**config.mk**
```make
export PLATFORM = sky130hd
export DESIGN_NAME = timing_loop_ctrl_flat
export DESIGN_NICKNAME = d
export VERILOG_FILES = /design/src/rtl/timing_loop_ctrl_pkg.sv /design/src/rtl/timing_loop_ctrl_if.sv /design/src/rtl/timing_loop_ctrl_err_window_accum.sv /design/src/rtl/timing_loop_ctrl.sv /design/src/flat_wrapper.sv
export SDC_FILE = /design/constraint.sdc
export NUM_CORES = 1
export LEC_CHECK = 0
export ABC_CLOCK_PERIOD_IN_PS = 10100
export CAP_MARGIN = 20
export CORE_MARGIN = 2
export CORE_UTILIZATION = 45
export DETAILED_ROUTE_END_ITERATION = 10
export PLACE_DENSITY = 0.68
export SLEW_MARGIN = 10
export SYNTH_ARGS = -nofsm -noshare
export SYNTH_HDL_FRONTEND = slang
export SYNTH_SLANG_ARGS = --single-unit
export TNS_END_PERCENT = 100
```
**constraint.sdc**
```tcl
create_clock -name clk -period 10.1 [get_ports clk]
set_clock_uncertainty 0.15 [all_clocks]
set_input_delay 2.02 -clock clk [delete_from_list [all_inputs] [get_ports clk]]
set_output_delay 2.02 -clock clk [all_outputs]
set_load 0.03 [all_outputs]
```
**src/rtl/timing_loop_ctrl_pkg.sv**
```systemverilog
// Shared types for the symbol-timing loop controller: loop state encoding,
// loop-filter gain payload and gain helpers.
package timing_ctrl_pkg;

  localparam int unsigned SHIFT_W = 5;

  localparam int unsigned DEF_ACQ_KP_SHIFT = 5;
  localparam int unsigned DEF_ACQ_KI_SHIFT = 9;
  localparam int unsigned DEF_TRK_KP_SHIFT = 7;
  localparam int unsigned DEF_TRK_KI_SHIFT = 12;

  typedef enum logic [1:0] {
    ST_IDLE   = 2'd0,
    ST_SETTLE = 2'd1,
    ST_ACQ    = 2'd2,
    ST_TRACK  = 2'd3
  } tloop_state_t;

  typedef struct packed {
    logic [SHIFT_W-1:0] kp;
    logic [SHIFT_W-1:0] ki;
  } gain_t;

  function automatic gain_t make_gain(input int unsigned kp, input int unsigned ki);
    gain_t g;
    g.kp = SHIFT_W'(kp);
    g.ki = SHIFT_W'(ki);
    return g;
  endfunction

  // Only TRACK runs the narrow loop; every other state uses acquisition gains.
  function automatic gain_t gain_for(input tloop_state_t st, input gain_t acq, input gain_t trk);
    return (st == ST_TRACK) ? trk : acq;
  endfunction

endpackage

```
**src/rtl/timing_loop_ctrl_if.sv**
```systemverilog
// Control/status bundle between the timing-loop controller and the TED /
// loop filter / phase accumulator datapath.
interface timing_loop_ctrl_if
  import timing_ctrl_pkg::*;
#(
  parameter int unsigned WERR     = 18,
  parameter int unsigned WIN_LOG2 = 8
) ();

  logic                      enable_i;
  logic signed [WERR-1:0]    e_in_i;
  logic                      e_valid_i;
  logic                      sym_valid_i;
  logic [SHIFT_W-1:0]        kp_shift_o;
  logic [SHIFT_W-1:0]        ki_shift_o;
  logic                      lf_clear_o;
  logic                      freeze_o;
  logic                      locked_o;
  logic [1:0]                state_o;
  logic [WERR+WIN_LOG2-1:0]  win_sum_o;

  modport master (
    output enable_i, e_in_i, e_valid_i, sym_valid_i,
    input  kp_shift_o, ki_shift_o, lf_clear_o, freeze_o, locked_o, state_o, win_sum_o
  );

  modport slave (
    input  enable_i, e_in_i, e_valid_i, sym_valid_i,
    output kp_shift_o, ki_shift_o, lf_clear_o, freeze_o, locked_o, state_o, win_sum_o
  );

endinterface

```
**src/rtl/timing_loop_ctrl_err_window_accum.sv**
```systemverilog
// Windowed sum of |e| over 2**WIN_LOG2 valid TED errors; flags the sample that
// completes a window and latches the finished sum.
module err_window_accum #(
  parameter int unsigned WERR     = 18,
  parameter int unsigned WIN_LOG2 = 8
) (
  input  logic                          clk,
  input  logic                          reset_n,
  input  logic                          active,
  input  logic                          clear,
  input  logic                          e_valid,
  input  logic signed [WERR-1:0]        e_in,
  output logic                          done_c,
  output logic [WERR-1+WIN_LOG2-1:0]    sum_c,
  output logic [WERR-1+WIN_LOG2-1:0]    win_sum
);

  localparam int unsigned MAG_W = WERR - 1;
  localparam int unsigned SUM_W = MAG_W + WIN_LOG2;

  logic [WERR-1:0]     neg_c;
  logic [MAG_W-1:0]    mag_c;
  logic                take_c;
  logic [SUM_W-1:0]    acc_q;
  logic [WIN_LOG2-1:0] cnt_q;

  // Magnitude with the most negative code saturated to the largest positive.
  always_comb begin
    neg_c = -e_in;
    mag_c = e_in[MAG_W-1:0];
    if (e_in[WERR-1]) begin
      if (e_in[MAG_W-1:0] == '0) mag_c = '1;
      else                       mag_c = neg_c[MAG_W-1:0];
    end
    take_c = active & e_valid;
    done_c = take_c & (cnt_q == '1);
    sum_c  = acc_q + SUM_W'(mag_c);
  end

  // A completing sample still publishes its window even when the caller clears.
  always_ff @(posedge clk) begin
    if (!reset_n) begin
      acc_q   <= '0;
      cnt_q   <= '0;
      win_sum <= '0;
    end else begin
      if (done_c) win_sum <= sum_c;
      if (clear || done_c) begin
        acc_q <= '0;
        cnt_q <= '0;
      end else if (take_c) begin
        acc_q <= sum_c;
        cnt_q <= cnt_q + WIN_LOG2'(1);
      end
    end
  end

endmodule

```
**src/rtl/timing_loop_ctrl.sv**
```systemverilog
// Symbol-timing loop sequencer: gain scheduling, loop-filter hold/clear and
// lock detection from windowed mean |e|.
module timing_loop_ctrl
  import timing_ctrl_pkg::*;
#(
  parameter int unsigned WERR         = 18,
  parameter int unsigned WIN_LOG2     = 8,
  parameter int unsigned SETTLE_SYMS  = 64,
  parameter int unsigned ACQ_KP_SHIFT = DEF_ACQ_KP_SHIFT,
  parameter int unsigned ACQ_KI_SHIFT = DEF_ACQ_KI_SHIFT,
  parameter int unsigned TRK_KP_SHIFT = DEF_TRK_KP_SHIFT,
  parameter int unsigned TRK_KI_SHIFT = DEF_TRK_KI_SHIFT,
  parameter int unsigned LOCK_CNT     = 4,
  parameter int unsigned UNLOCK_CNT   = 2
) (
  input logic               clk,
  input logic               reset_n,
  timing_loop_ctrl_if.slave bus
);

  localparam int unsigned SUM_W  = WERR - 1 + WIN_LOG2;
  localparam int unsigned SET_W  = $clog2(SETTLE_SYMS + 1);
  localparam int unsigned GOOD_W = $clog2(LOCK_CNT + 1);
  localparam int unsigned BAD_W  = $clog2(UNLOCK_CNT + 1);

  localparam logic [SUM_W-1:0] LOCK_THRESH   = SUM_W'(1) << (WERR - 4 + WIN_LOG2);
  localparam logic [SUM_W-1:0] UNLOCK_THRESH = SUM_W'(1) << (WERR - 3 + WIN_LOG2);

  localparam gain_t ACQ_GAIN = make_gain(ACQ_KP_SHIFT, ACQ_KI_SHIFT);
  localparam gain_t TRK_GAIN = make_gain(TRK_KP_SHIFT, TRK_KI_SHIFT);

  tloop_state_t      state_q, state_d;
  logic [SET_W-1:0]  settle_q, settle_d;
  logic [GOOD_W-1:0] good_q, good_d;
  logic [BAD_W-1:0]  bad_q, bad_d;
  gain_t             gain_q;
  logic              lf_clear_q, freeze_q, locked_q;
  logic              change_c;
  logic              win_active_c;
  logic              win_done_c;
  logic [SUM_W-1:0]  win_next_c;
  logic [SUM_W-1:0]  win_sum_q;

  assign win_active_c = (state_q == ST_ACQ) || (state_q == ST_TRACK);

  err_window_accum #(
    .WERR     (WERR),
    .WIN_LOG2 (WIN_LOG2)
  ) u_win (
    .clk     (clk),
    .reset_n (reset_n),
    .active  (win_active_c),
    .clear   (change_c),
    .e_valid (bus.e_valid_i),
    .e_in    (bus.e_in_i),
    .done_c  (win_done_c),
    .sum_c   (win_next_c),
    .win_sum (win_sum_q)
  );

  // Next-state and counter updates; dropping enable overrides every other event.
  always_comb begin
    state_d  = state_q;
    settle_d = settle_q;
    good_d   = good_q;
    bad_d    = bad_q;
    case (state_q)
      ST_IDLE: begin
        if (bus.enable_i) state_d = ST_SETTLE;
      end
      ST_SETTLE: begin
        if (bus.sym_valid_i) begin
          if (settle_q == SET_W'(SETTLE_SYMS - 1)) state_d = ST_ACQ;
          else                                     settle_d = settle_q + SET_W'(1);
        end
      end
      ST_ACQ: begin
        if (win_done_c) begin
          if (win_next_c < LOCK_THRESH) begin
            if (good_q == GOOD_W'(LOCK_CNT - 1)) state_d = ST_TRACK;
            else                                 good_d = good_q + GOOD_W'(1);
          end else begin
            good_d = '0;
          end
        end
      end
      ST_TRACK: begin
        if (win_done_c) begin
          if (win_next_c > UNLOCK_THRESH) begin
            if (bad_q == BAD_W'(UNLOCK_CNT - 1)) state_d = ST_ACQ;
            else                                 bad_d = bad_q + BAD_W'(1);
          end else begin
            bad_d = '0;
          end
        end
      end
      default: state_d = ST_IDLE;
    endcase
    if (!bus.enable_i) state_d = ST_IDLE;
    change_c = (state_d != state_q);
    if (change_c) begin
      settle_d = '0;
      good_d   = '0;
      bad_d    = '0;
    end
  end

  // Outputs are registered from the next state so they line up with state_o.
  always_ff @(posedge clk) begin
    if (!reset_n) begin
      state_q    <= ST_IDLE;
      settle_q   <= '0;
      good_q     <= '0;
      bad_q      <= '0;
      gain_q     <= ACQ_GAIN;
      lf_clear_q <= 1'b0;
      freeze_q   <= 1'b1;
      locked_q   <= 1'b0;
    end else begin
      state_q    <= state_d;
      settle_q   <= settle_d;
      good_q     <= good_d;
      bad_q      <= bad_d;
      if (change_c) gain_q <= gain_for(state_d, ACQ_GAIN, TRK_GAIN);
      lf_clear_q <= (state_q == ST_IDLE) && (state_d == ST_SETTLE);
      freeze_q   <= (state_d == ST_IDLE);
      locked_q   <= (state_d == ST_TRACK);
    end
  end

  assign bus.kp_shift_o = gain_q.kp;
  assign bus.ki_shift_o = gain_q.ki;
  assign bus.lf_clear_o = lf_clear_q;
  assign bus.freeze_o   = freeze_q;
  assign bus.locked_o   = locked_q;
  assign bus.state_o    = state_q;
  assign bus.win_sum_o  = {1'b0, win_sum_q};

endmodule

```
**src/flat_wrapper.sv**
```systemverilog
// flat-port wrapper written by rule: the top's interface ports become plain ports
module timing_loop_ctrl_flat import timing_ctrl_pkg::*;
#(
  parameter int unsigned WERR         = 18,
  parameter int unsigned WIN_LOG2     = 8,
  parameter int unsigned SETTLE_SYMS  = 64,
  parameter int unsigned ACQ_KP_SHIFT = DEF_ACQ_KP_SHIFT,
  parameter int unsigned ACQ_KI_SHIFT = DEF_ACQ_KI_SHIFT,
  parameter int unsigned TRK_KP_SHIFT = DEF_TRK_KP_SHIFT,
  parameter int unsigned TRK_KI_SHIFT = DEF_TRK_KI_SHIFT,
  parameter int unsigned LOCK_CNT     = 4,
  parameter int unsigned UNLOCK_CNT   = 2
)
  (clk, reset_n, bus_enable_i, bus_e_in_i, bus_e_valid_i, bus_sym_valid_i, bus_kp_shift_o, bus_ki_shift_o, bus_lf_clear_o, bus_freeze_o, bus_locked_o, bus_state_o, bus_win_sum_o);
  timing_loop_ctrl_if #(.WERR(WERR), .WIN_LOG2(WIN_LOG2)) bus_i ();
  input logic clk;
  input logic reset_n;
  input wire logic [$bits(bus_i.enable_i)-1:0] bus_enable_i;
  input wire logic [$bits(bus_i.e_in_i)-1:0] bus_e_in_i;
  input wire logic [$bits(bus_i.e_valid_i)-1:0] bus_e_valid_i;
  input wire logic [$bits(bus_i.sym_valid_i)-1:0] bus_sym_valid_i;
  output wire logic [$bits(bus_i.kp_shift_o)-1:0] bus_kp_shift_o;
  output wire logic [$bits(bus_i.ki_shift_o)-1:0] bus_ki_shift_o;
  output wire logic [$bits(bus_i.lf_clear_o)-1:0] bus_lf_clear_o;
  output wire logic [$bits(bus_i.freeze_o)-1:0] bus_freeze_o;
  output wire logic [$bits(bus_i.locked_o)-1:0] bus_locked_o;
  output wire logic [$bits(bus_i.state_o)-1:0] bus_state_o;
  output wire logic [$bits(bus_i.win_sum_o)-1:0] bus_win_sum_o;
  assign bus_i.enable_i = bus_enable_i;
  assign bus_i.e_in_i = bus_e_in_i;
  assign bus_i.e_valid_i = bus_e_valid_i;
  assign bus_i.sym_valid_i = bus_sym_valid_i;
  assign bus_kp_shift_o = bus_i.kp_shift_o;
  assign bus_ki_shift_o = bus_i.ki_shift_o;
  assign bus_lf_clear_o = bus_i.lf_clear_o;
  assign bus_freeze_o = bus_i.freeze_o;
  assign bus_locked_o = bus_i.locked_o;
  assign bus_state_o = bus_i.state_o;
  assign bus_win_sum_o = bus_i.win_sum_o;
  timing_loop_ctrl #(.WERR(WERR), .WIN_LOG2(WIN_LOG2), .SETTLE_SYMS(SETTLE_SYMS), .ACQ_KP_SHIFT(ACQ_KP_SHIFT), .ACQ_KI_SHIFT(ACQ_KI_SHIFT), .TRK_KP_SHIFT(TRK_KP_SHIFT), .TRK_KI_SHIFT(TRK_KI_SHIFT), .LOCK_CNT(LOCK_CNT), .UNLOCK_CNT(UNLOCK_CNT)) u_core (.clk(clk), .reset_n(reset_n), .bus(bus_i));
endmodule
```
=== After elaboration in Yosys (flattened, before gate mapping) ===
Index checks and enable logic that the tools add are counted.

* Register bits after elaboration: 85
* Logic and storage cells: 64
* Output and inout bits: 41
* Input bits: 23

* Bitwise logic cells: 4
* $add $sub $neg: 6
* Reduce and logical (&&, ||, !) cells: 11
* Mux-type cells: 17
* Eq/ne operators: 12
* $lt $le $gt $ge: 2

{| class="wikitable"
|+ Operators with widths
! kind !! number
|-
| $mux 17 || 2
|-
| $add 25x17->25 || 1
|-
| $gt 25x24->1 const B || 1
|-
| $lt 25x23->1 const B || 1
|-
| $mux 2 || 11
|-
| $logic_not 17->1 || 1
|-
| $neg 17->17 || 1
|-
| $reduce_and 3->1 || 3
|-
| $add 8x1->8 const B || 1
|-
| $eq 8x8->1 const B || 1
|-
| $pmux 2 s4 || 1
|-
| $add 7x1->7 const B || 1
|-
| $eq 7x6->1 const B || 1
|-
| $mux 7 || 1
|-
| $eq 2x1->1 const B || 3
|-
| $eq 2x2->1 const B || 3
|-
| $mux 3 || 2
|-
| $logic_not 2->1 || 2
|-
| $ne 2x2->1 const B || 2
|-
| $reduce_or 2->1 || 2
|-
| $add 3x1->3 const B || 1
|-
| $eq 3x2->1 const B || 1
|-
| $add 2x1->2 const B || 1
|-
| $and 1x1->1 || 2
|-
| 4 further kinds || 6
|}

=== Logic depth before layout (Yosys ltp) ===
* Depth after elaboration: 12
* Mapped depth: 25
* Depth with buffers taken out: 21

=== Cells and area by module ===
A second synthesis with hierarchy kept.

* Cells, all modules: 655
* Area, all modules: 5048.6 um2

{| class="wikitable"
|+ Modules (own cells, without submodules)
! module !! sequential area each (um2) !! times used !! area each (um2) !! cells an instance
|-
| err_window_accum || 1161.1 || 1 || 3937.5 || 528
|-
| timing_loop_ctrl || 380.4 || 1 || 1111.1 || 127
|}

=== Least setup slack after synthesis ===
Ideal clock, no wire load.

* Path kind: in2reg
* Start point: input port bus_e_in_i[2]
* End point: register u_core.u_win.acc_q[19]
* Arrival time: 7.468 ns
* Data required time: 9.864 ns
* Setup time: 0.086 ns
* Path buffers: 3
* Cell stages on the path: 23
* Path slack: 2.396 ns
* Path through: or3_1 -> or3b_1 -> or3_1 -> or3_1 -> or3_1 -> buf_2 -> or4_4 -> buf_6 -> nand2_1 -> nand2_1 -> o21ai_1 -> ha_1 -> a211oi_1 -> o211ai_1 -> a21oi_1 -> o22a_1 -> o221a_2 -> nand4b_1 -> o31ai_1 -> nand4_1 -> nand2b_1 -> clkbuf_1 -> a211oi_1

* Word-level cells in the longest chain between the ends: 12
* Elaborated cells between the ends (all ways): 16
* Those cells by class: add/sub: 2; order compare: 2; eq/ne: 1; mux: 8; reduce/logical: 3

{| class="wikitable"
|+ RTL lines
! what !! line !! RTL
|-
| start: declaration || flat_wrapper.sv:19 || <nowiki>input wire logic [$bits(bus_i.e_in_i)-1:0] bus_e_in_i;</nowiki>
|-
| $neg 17->17 or $logic_not 17->1 (tied branches) || timing_loop_ctrl_err_window_accum.sv:29, timing_loop_ctrl_err_window_accum.sv:32 ||
|-
| $mux 17 || timing_loop_ctrl_err_window_accum.sv:32 || <nowiki>if (e_in[MAG_W-1:0] == '0) mag_c = '1;</nowiki>
|-
| $mux 17 (*) || timing_loop_ctrl_err_window_accum.sv:31 || <nowiki>if (e_in[WERR-1]) begin</nowiki>
|-
| $add 25x17->25 (*) || timing_loop_ctrl_err_window_accum.sv:37 || <nowiki>sum_c = acc_q + SUM_W'(mag_c);</nowiki>
|-
| $gt 25x24->1 or $lt 25x23->1 (tied branches) || timing_loop_ctrl.sv:89, timing_loop_ctrl.sv:79 ||
|-
| $mux 2 (on tied branches) || timing_loop_ctrl.sv:89, timing_loop_ctrl.sv:79 ||
|-
| $mux 2 (on tied branches) || timing_loop_ctrl.sv:88, timing_loop_ctrl.sv:78 ||
|-
| $pmux 2 s4 || timing_loop_ctrl.sv:67 || <nowiki>case (state_q)</nowiki>
|-
| $mux 2 || timing_loop_ctrl.sv:99 || <nowiki>if (!bus.enable_i) state_d = ST_IDLE;</nowiki>
|-
| $ne 2x2->1 || timing_loop_ctrl.sv:100 || <nowiki>change_c = (state_d != state_q);</nowiki>
|-
| $logic_or 1x1->1 || timing_loop_ctrl_err_window_accum.sv:48 || <nowiki>if (clear || done_c) begin</nowiki>
|-
| $reduce_or 2->1 (no line) || -- ||
|-
| end signal: assignment || timing_loop_ctrl_err_window_accum.sv:52 || <nowiki>acc_q <= sum_c;</nowiki>
|-
| end: declaration || timing_loop_ctrl_err_window_accum.sv:24 || <nowiki>logic [SUM_W-1:0] acc_q;</nowiki>
|}

Mark *: on every way between the ends. The rest lies on a longest branch, timed or not.
A chain may end at the register's enable or synchronous reset.

=== Worst setup path in the final report ===
Ends and elaborated chain as after synthesis.

==> run summary <==
asr flop ratio synth - 0%
vias in the first global route - 4038
Worst-path clk slew - 0.09 ns
Post CTS Setup Buffer Count - 0
Mean Syn Cell Area - 7.59 sq um
DP Wirelength - 8660 microns
total negative slack - 0 ns
vias per inst - 5.55
largest net degree at the start of global routing - 33
Internal - 470 uW
RSZ-0062 raised after global routing - no
I/O Buffers - 55
WL per Instance - 14.4 microns
Max Buffers Root-to-Sink - 2
Antenna Cells - 0
Top Family by Delay on Critical Path - simple AND/OR/NAND/NOR gates
Seq pwr share - 47.7%
Synth Flop Type - dfxtp_1
antenna viol nets, final - 0
R2R cell count - 12
Critical Path Source - bus_e_in_i[2]
Switch Pwr - 168 uW
Ys Warns - 0
Slowest-stage cell, CP - or4_4
# hold bufs at CTS - 0
worst reg2reg endpoint - u_core.u_win.acc_q[19]
Starting Density - 45.7%
total power - 638 uW
Least-Margin Pin Slew - 1.03 ns
run status - finished clean
nets - 700
post-layout min period - 8.96 ns
Worst VDD drop - 74.7 uV
layout cell share with drive strength beyond 1 - 3.81%
clock root buffer - clkbuf_8
Syn-to-layout area delta - 17.4%
final wirelength - 11400 microns
critical path capture point - u_core.u_win.acc_q[19]
Critical Path End Type - flip-flop
CTS tree - yes
post-synth cell types - 55
Clock Latency Late Sink - 0.36 ns
Post-synth EDFFs - 0
Slew Limit Fails - 0
Fin. Hold Viols - 0
# setup viols final - 0
Comb pwr share - 10.9%
max-cap check violation count - 0
Syn Std Cell Area - 4650 sq um
R2R Path Start - u_core.bus.state_o[1]
Tcrit/Tclk final - 88.7%
Worst Path Required - 10.21 ns
crit-path cells - clkdlybuf4s50_1 -> or3_1 -> or3b_1 -> or3_1 -> or3_1 -> or3_1 -> or4_4 -> nand2_1 -> nand2_1 -> o21ai_1 -> ha_1 -> a211oi_1 -> o211ai_1 -> a21oi_1 -> o31ai_1 -> xnor2_1 -> o2111ai_1 -> o31ai_1 -> nand4_1 -> buf_4 -> nand2b_1 -> buf_4 -> a211oi_1
CP Class - input port to flip-flop
Worst Path Arrival - 9.07 ns
Syn Inst Count - 613
register area share after synthesis - 33.1%
clock power share - 41.4%
GR Util All Layers - 21.0%
wire length of the first global-routing pass - 19200 microns
Lkg Pwr - 2.00 nW
CTS-repair resized insts - 0
die height - 106 microns
floorplan row count - 37
f_max - 0.112 GHz
number of synthesized register bits - 77
DR iter-0 viols - 193
total CTS buffers - 9
DRC Markers - 0
total die area - 11200 sq um
startpoint types - input port
DR pass1 iterations - 5
Worst path depth - 23
slew margin rel. - 31.3%
antenna violations before repair - 0
Worst Hold Class - flip-flop to flip-flop
WP buf/inv - 3
largest stage delay on the critical path - 0.59 ns
die width - 106 microns
crit path max fanout - 20
via count - 4399
Switching Share - 26.3%
R2R Setup Slk - 5.32 ns
GRT overflow - 0
CTS H-tree depth - 3
core area - 10200 sq um
Clock Sink Count - 77
Final Wtd Congestion - 0.946
most used cell, CP - or3_1
Ports - 64
Cell Pwr Density - 117 nW/um^2
==> synthesized netlist by cell type, types with 3 or more instances <==
library cell  count  area, sq um
a31oi_1           4         25.0
mux2i_1           3         30.0
nand4b_1          3         26.3
ha_1             24          300
and2_1            8         50.1
buf_4             9         67.6
a21boi_0         18          135
nand2_1         121          454
or3_1            15         93.8
and3_1            5         31.3
nor3_1            9         45.0
xnor2_1          22          193
xor2_1           11         96.3
o41ai_1           4         35.0
o311ai_0          3         26.3
o21ai_0          39          195
a21o_1            9         67.6
nand4_1          10         62.6
dfxtp_1          77         1540
a21oi_1          51          255
o21a_1            7         52.6
nor2_1           52          195
clkbuf_1         22         82.6
o211a_1           6         60.1
inv_1            10         37.5
o211ai_1          5         37.5
nand3_1          22          110
o31ai_1           3         22.5
a211oi_1          6         45.0
==> flip-flops by register name (all words and copies together), names as in the netlist, 2 cells and up <==
name and flops:
u_core.bus.state_o 2, u_core.u_win.win_sum 25, u_core.good_q 3, u_core.settle_q 7, u_core.u_win.cnt_q 8, u_core.u_win.acc_q 25
u_core.bad_q 2
==> layout by cell type, fill, tap and decap left out, drive strengths merged, types with 3 or more instances in the layout <==
cell / Yosys / layout
a211oi: 6 / 6
a21boi: 18 / 18
a21o: 9 / 9
a21oi: 51 / 51
a31oi: 4 / 4
and2: 8 / 8
and3: 5 / 5
buf: 14 / 4
clkbuf: 23 / 9
clkdlybuf4s50: 0 / 55
conb: 2 / 8
dfxtp: 77 / 77
ha: 24 / 24
inv: 10 / 12
mux2i: 3 / 3
nand2: 121 / 121
nand3: 22 / 22
nand4: 10 / 10
nand4b: 3 / 3
nor2: 52 / 52
nor3: 9 / 9
o211a: 6 / 6
o211ai: 5 / 5
o21a: 7 / 7
o21ai: 40 / 40
o311ai: 3 / 3
o31ai: 3 / 3
o41ai: 4 / 4
or3: 15 / 15
xnor2: 22 / 22
xor2: 11 / 11
==> logic make-up (layout without fill, tap and decap cells) <==
group	after synthesis	count (layout)	share of synthesized area [%]
simple gates	258	258	25.3
xor+xnor	33	33	6.21
fa+ha+maj	25	25	6.89
mux	3	3	0.646
compound gates	168	168	22.9
other cells	2	8	0.161
buf+inv	47	84	4.76
flops	77	77	33.1
==> power groups by stage <==
stage,clock network (mW),registers [mW],logic [mW]
3_5_place_dp,0,0.312,0.0686
6_report,0.264,0.305,0.0694
3_3_place_gp,0,0.312,0.0686
5_1_grt,0.283,0.305,0.0761
2_1_floorplan,0,0.313,0.0446
4_1_cts,0.270,0.305,0.0690
==> area by class of cell <==
class | count | area [sq um]
clock buffers | 9 | 124
clock inverters | 6 | 96.3
fillers | 986 | 4720
inverters | 10 | 37.5
multi-input cells | 495 | 2910
flip-flops and latches | 77 | 1540
well taps | 136 | 170
repair buffers | 59 | 581
==> layer usage <==
layer,global-route usage [%],wire length [microns],vias up
met1,26.5,5090,2045
met5,0,0,-
met4,8.65,400,0
met3,3.96,458,34
li1,-,-,2223
met2,35.2,5480,97
==> how the worst min path moves through the flow <==
stage / from / endpoint / slack (ns) / cells after the start
3_5_place_dp: u_core.settle_q[6] / u_core.settle_q[6] / 0.28 / 2
4_1_cts: u_core.settle_q[6] / u_core.settle_q[6] / 0.30 / 2
2_1_floorplan: u_core.settle_q[6] / u_core.settle_q[6] / 0.27 / 2
6_report: u_core.settle_q[6] / u_core.settle_q[6] / 0.30 / 2
3_3_place_gp: u_core.settle_q[6] / u_core.settle_q[6] / 0.28 / 2
5_1_grt: u_core.u_win.acc_q[0] / u_core.u_win.acc_q[0] / 0.34 / 2
==> stage by stage <==
step                      setup WS [ns]  hold slack, ns  utilization [%]  cell area, sq um  instances
after floorplan                    2.40           0.267                -              4670        619
after global routing              0.615           0.339             53.6              5460        792
final                              1.14           0.304             53.6              5460        792
after CTS                          1.23           0.303             53.6              5460        792
after global placement             1.12           0.282             51.4              5240        777
after detailed placement          0.880           0.283             51.4              5240        777
==> worst reg2reg max path: stages, from the launching register on <==
cell,delay (ns)
dfxtp_1,0.53
nand2_1,0.60
nor3_1,0.53
and3_1,0.90
nand3_1,0.27
nor2_1,0.15
mux2i_1,0.10
a31o_2,0.27
nand4_1,0.09
buf_4,0.24
nand2b_1,0.38
buf_4,0.35
a211oi_1,0.10
(Power assumes the default switching activity.)
==> RTL change (config.mk and constraints unchanged) <==
Reset style: asynchronous (`reset_n`), changed in 2 clocked blocks.
--- a/src/rtl/timing_loop_ctrl_err_window_accum.sv
+++ b/src/rtl/timing_loop_ctrl_err_window_accum.sv
@@ -40,3 +40,3 @@
   // A completing sample still publishes its window even when the caller clears.
-  always_ff @(posedge clk) begin
+  always_ff @(posedge clk or negedge reset_n) begin
     if (!reset_n) begin
--- a/src/rtl/timing_loop_ctrl.sv
+++ b/src/rtl/timing_loop_ctrl.sv
@@ -108,3 +108,3 @@
   // Outputs are registered from the next state so they line up with state_o.
-  always_ff @(posedge clk) begin
+  always_ff @(posedge clk or negedge reset_n) begin
     if (!reset_n) begin
Behaviour: differs if reset_n is asserted again (counterexample within 4 cycles, from zero or initial values and one cycle with reset_n low); with reset_n held inactive, the same outputs for 10 cycles.
==> RTL change against the unedited design <==
Worst setup slack better by 0.014 ns. Sequential cell count unchanged. Routed wire length up 29%. Synthesized area up 17%. Final area up 16%. Critical path depth down 3. Non-clock buffer count up 2. Power up 19%. Critical endpoint is now u_core.bus.kp_shift_o[1]. Largest power group is now the clock network.
==> RTL change: results (changes against the unedited design) <==
Place
  • Place WS: 0.8675 ns (was 0.8798 ns)
  • Dpl cells: 828 (was 777)
  • Gpl congestion: 0.9620 (was 0.9457)
  • DPL Wire Length: 10720 um (was 8657 um)

Pwr
  • Internal power: 567.1 uW (was 470.5 uW)
  • Sequential power: 311 uW (was 305 uW)
  • Lkg Pwr: 2.741 nW (was 1.997 nW)
  • P per Cell Area: 119.4 nW/um^2 (was 116.9 nW/um^2)
  • IR Drop Worst-Case VDD: 66.64 uV (was 74.68 uV)
  • Clock net power: 365 uW (was 264 uW)

Setup path
  • CP Max Fanout: 18 (was 20)
  • FF-to-FF Start: u_core.u_win.acc_q[0] (was u_core.bus.state_o[1])
  • R2r setup slk: 5.48 ns (was 5.32 ns)
  • Slowest-stage cell, CP: a211oi_1 (was or4_4)
  • CP Data Arrival Time: 9.05 ns (was 9.07 ns)
  • Critical Path Max Stage Delay: 0.71 ns (was 0.59 ns)
  • Reg2reg end: u_core.bus.kp_shift_o[1] (was u_core.u_win.acc_q[19])

Clock tree
  • Reg clk slew, reported paths: 0.06 ns (was 0.09 ns)
  • Root buffer cell: clkbuf_16 (was clkbuf_8)

Synth
  • Register area share after synthesis: 35.58% (was 33.15%)
  • Ys async rst share: 100.0% (was 0%)
  • Synthesized instance count: 659 (was 613)
  • Library cells used by synthesis: 70 (was 55)
  • Synth area leaders: dfrtp_1 (35%), o21ai_0 (8.1%), nand2_1 (7.6%) (was dfxtp_1 (33%), nand2_1 (9.8%), ha_1 (6.5%))

Min path
  • Hold Path End: u_core.u_win.win_sum[6] (was u_core.settle_q[6])
  • Min-Delay Startpoint: u_core.u_win.win_sum[6] (was u_core.settle_q[6])

Timing
  • Worst hold slack: 0.3300 ns (was 0.3041 ns)
  • Slew headroom: 37.26% (was 31.32%)
  • Final setup margin: 1.151 ns (was 1.138 ns)

Global routing
  • Total GRT Usage: 23.73% (was 21.02%)
  • Largest net degree at the start of global routing: 78 (was 33)
  • Vias in the first global route: 4702 (was 4038)

Final layout
  • Layout cell share with drive strength beyond 1: 7.450% (was 3.811%)
  • Biggest regs: u_core.u_win.acc_q x25, u_core.u_win.win_sum x25, u_core.u_win.cnt_q x8 (unchanged)
  • Final #Nets: 741 (was 700)
  • Number of fill cells in the layout: 1127 (was 986)

Run status
  • Status: finished, final reports clean (unchanged)

Routing
  • Via count: 5025 (was 4399)
  • Total Wirelength: 14680 um (was 11420 um)
[RTL change: changes by cell type in the layout (fill, tap and decap cells not counted), sizes merged, moves of 13 or more]
| cell | delta |
|---|---|
| a21boi | -16 |
| dfrtp | +75 |
| dfxtp | -77 |
| nor2 | -23 |
| o21ai | +54 |
| xnor2 | -13 |
[RTL change: final cells by class]
type	instances	area (um^2)	share of cell area (%)
multi-input cells	524	3214	50.68
repair buffers	61	605.6	9.548
clock buffers	11	252.7	3.985
inverters	20	75.07	1.184
flip-flops and latches	77	1929	30.42
clock inverters	5	81.33	1.282
well taps	147	183.9	2.900
[RTL change: metal layers]
metal,up-vias,global-route usage [%],wire [um]
met3,14,3.454,929
met2,162,35.29,6360
met4,0,6.911,191
met5,-,0,0
li1,2439,-,-
met1,2410,35.91,7199
[RTL change: kinds of logic after synthesis]
kind of cell,synth area share (%)
flops,35.58
simple gates,22.20
xor+xnor,3.876
mux,1.154
other cells,0.1385
buf+inv,5.560
fa+ha+maj,5.907
compound gates,25.59
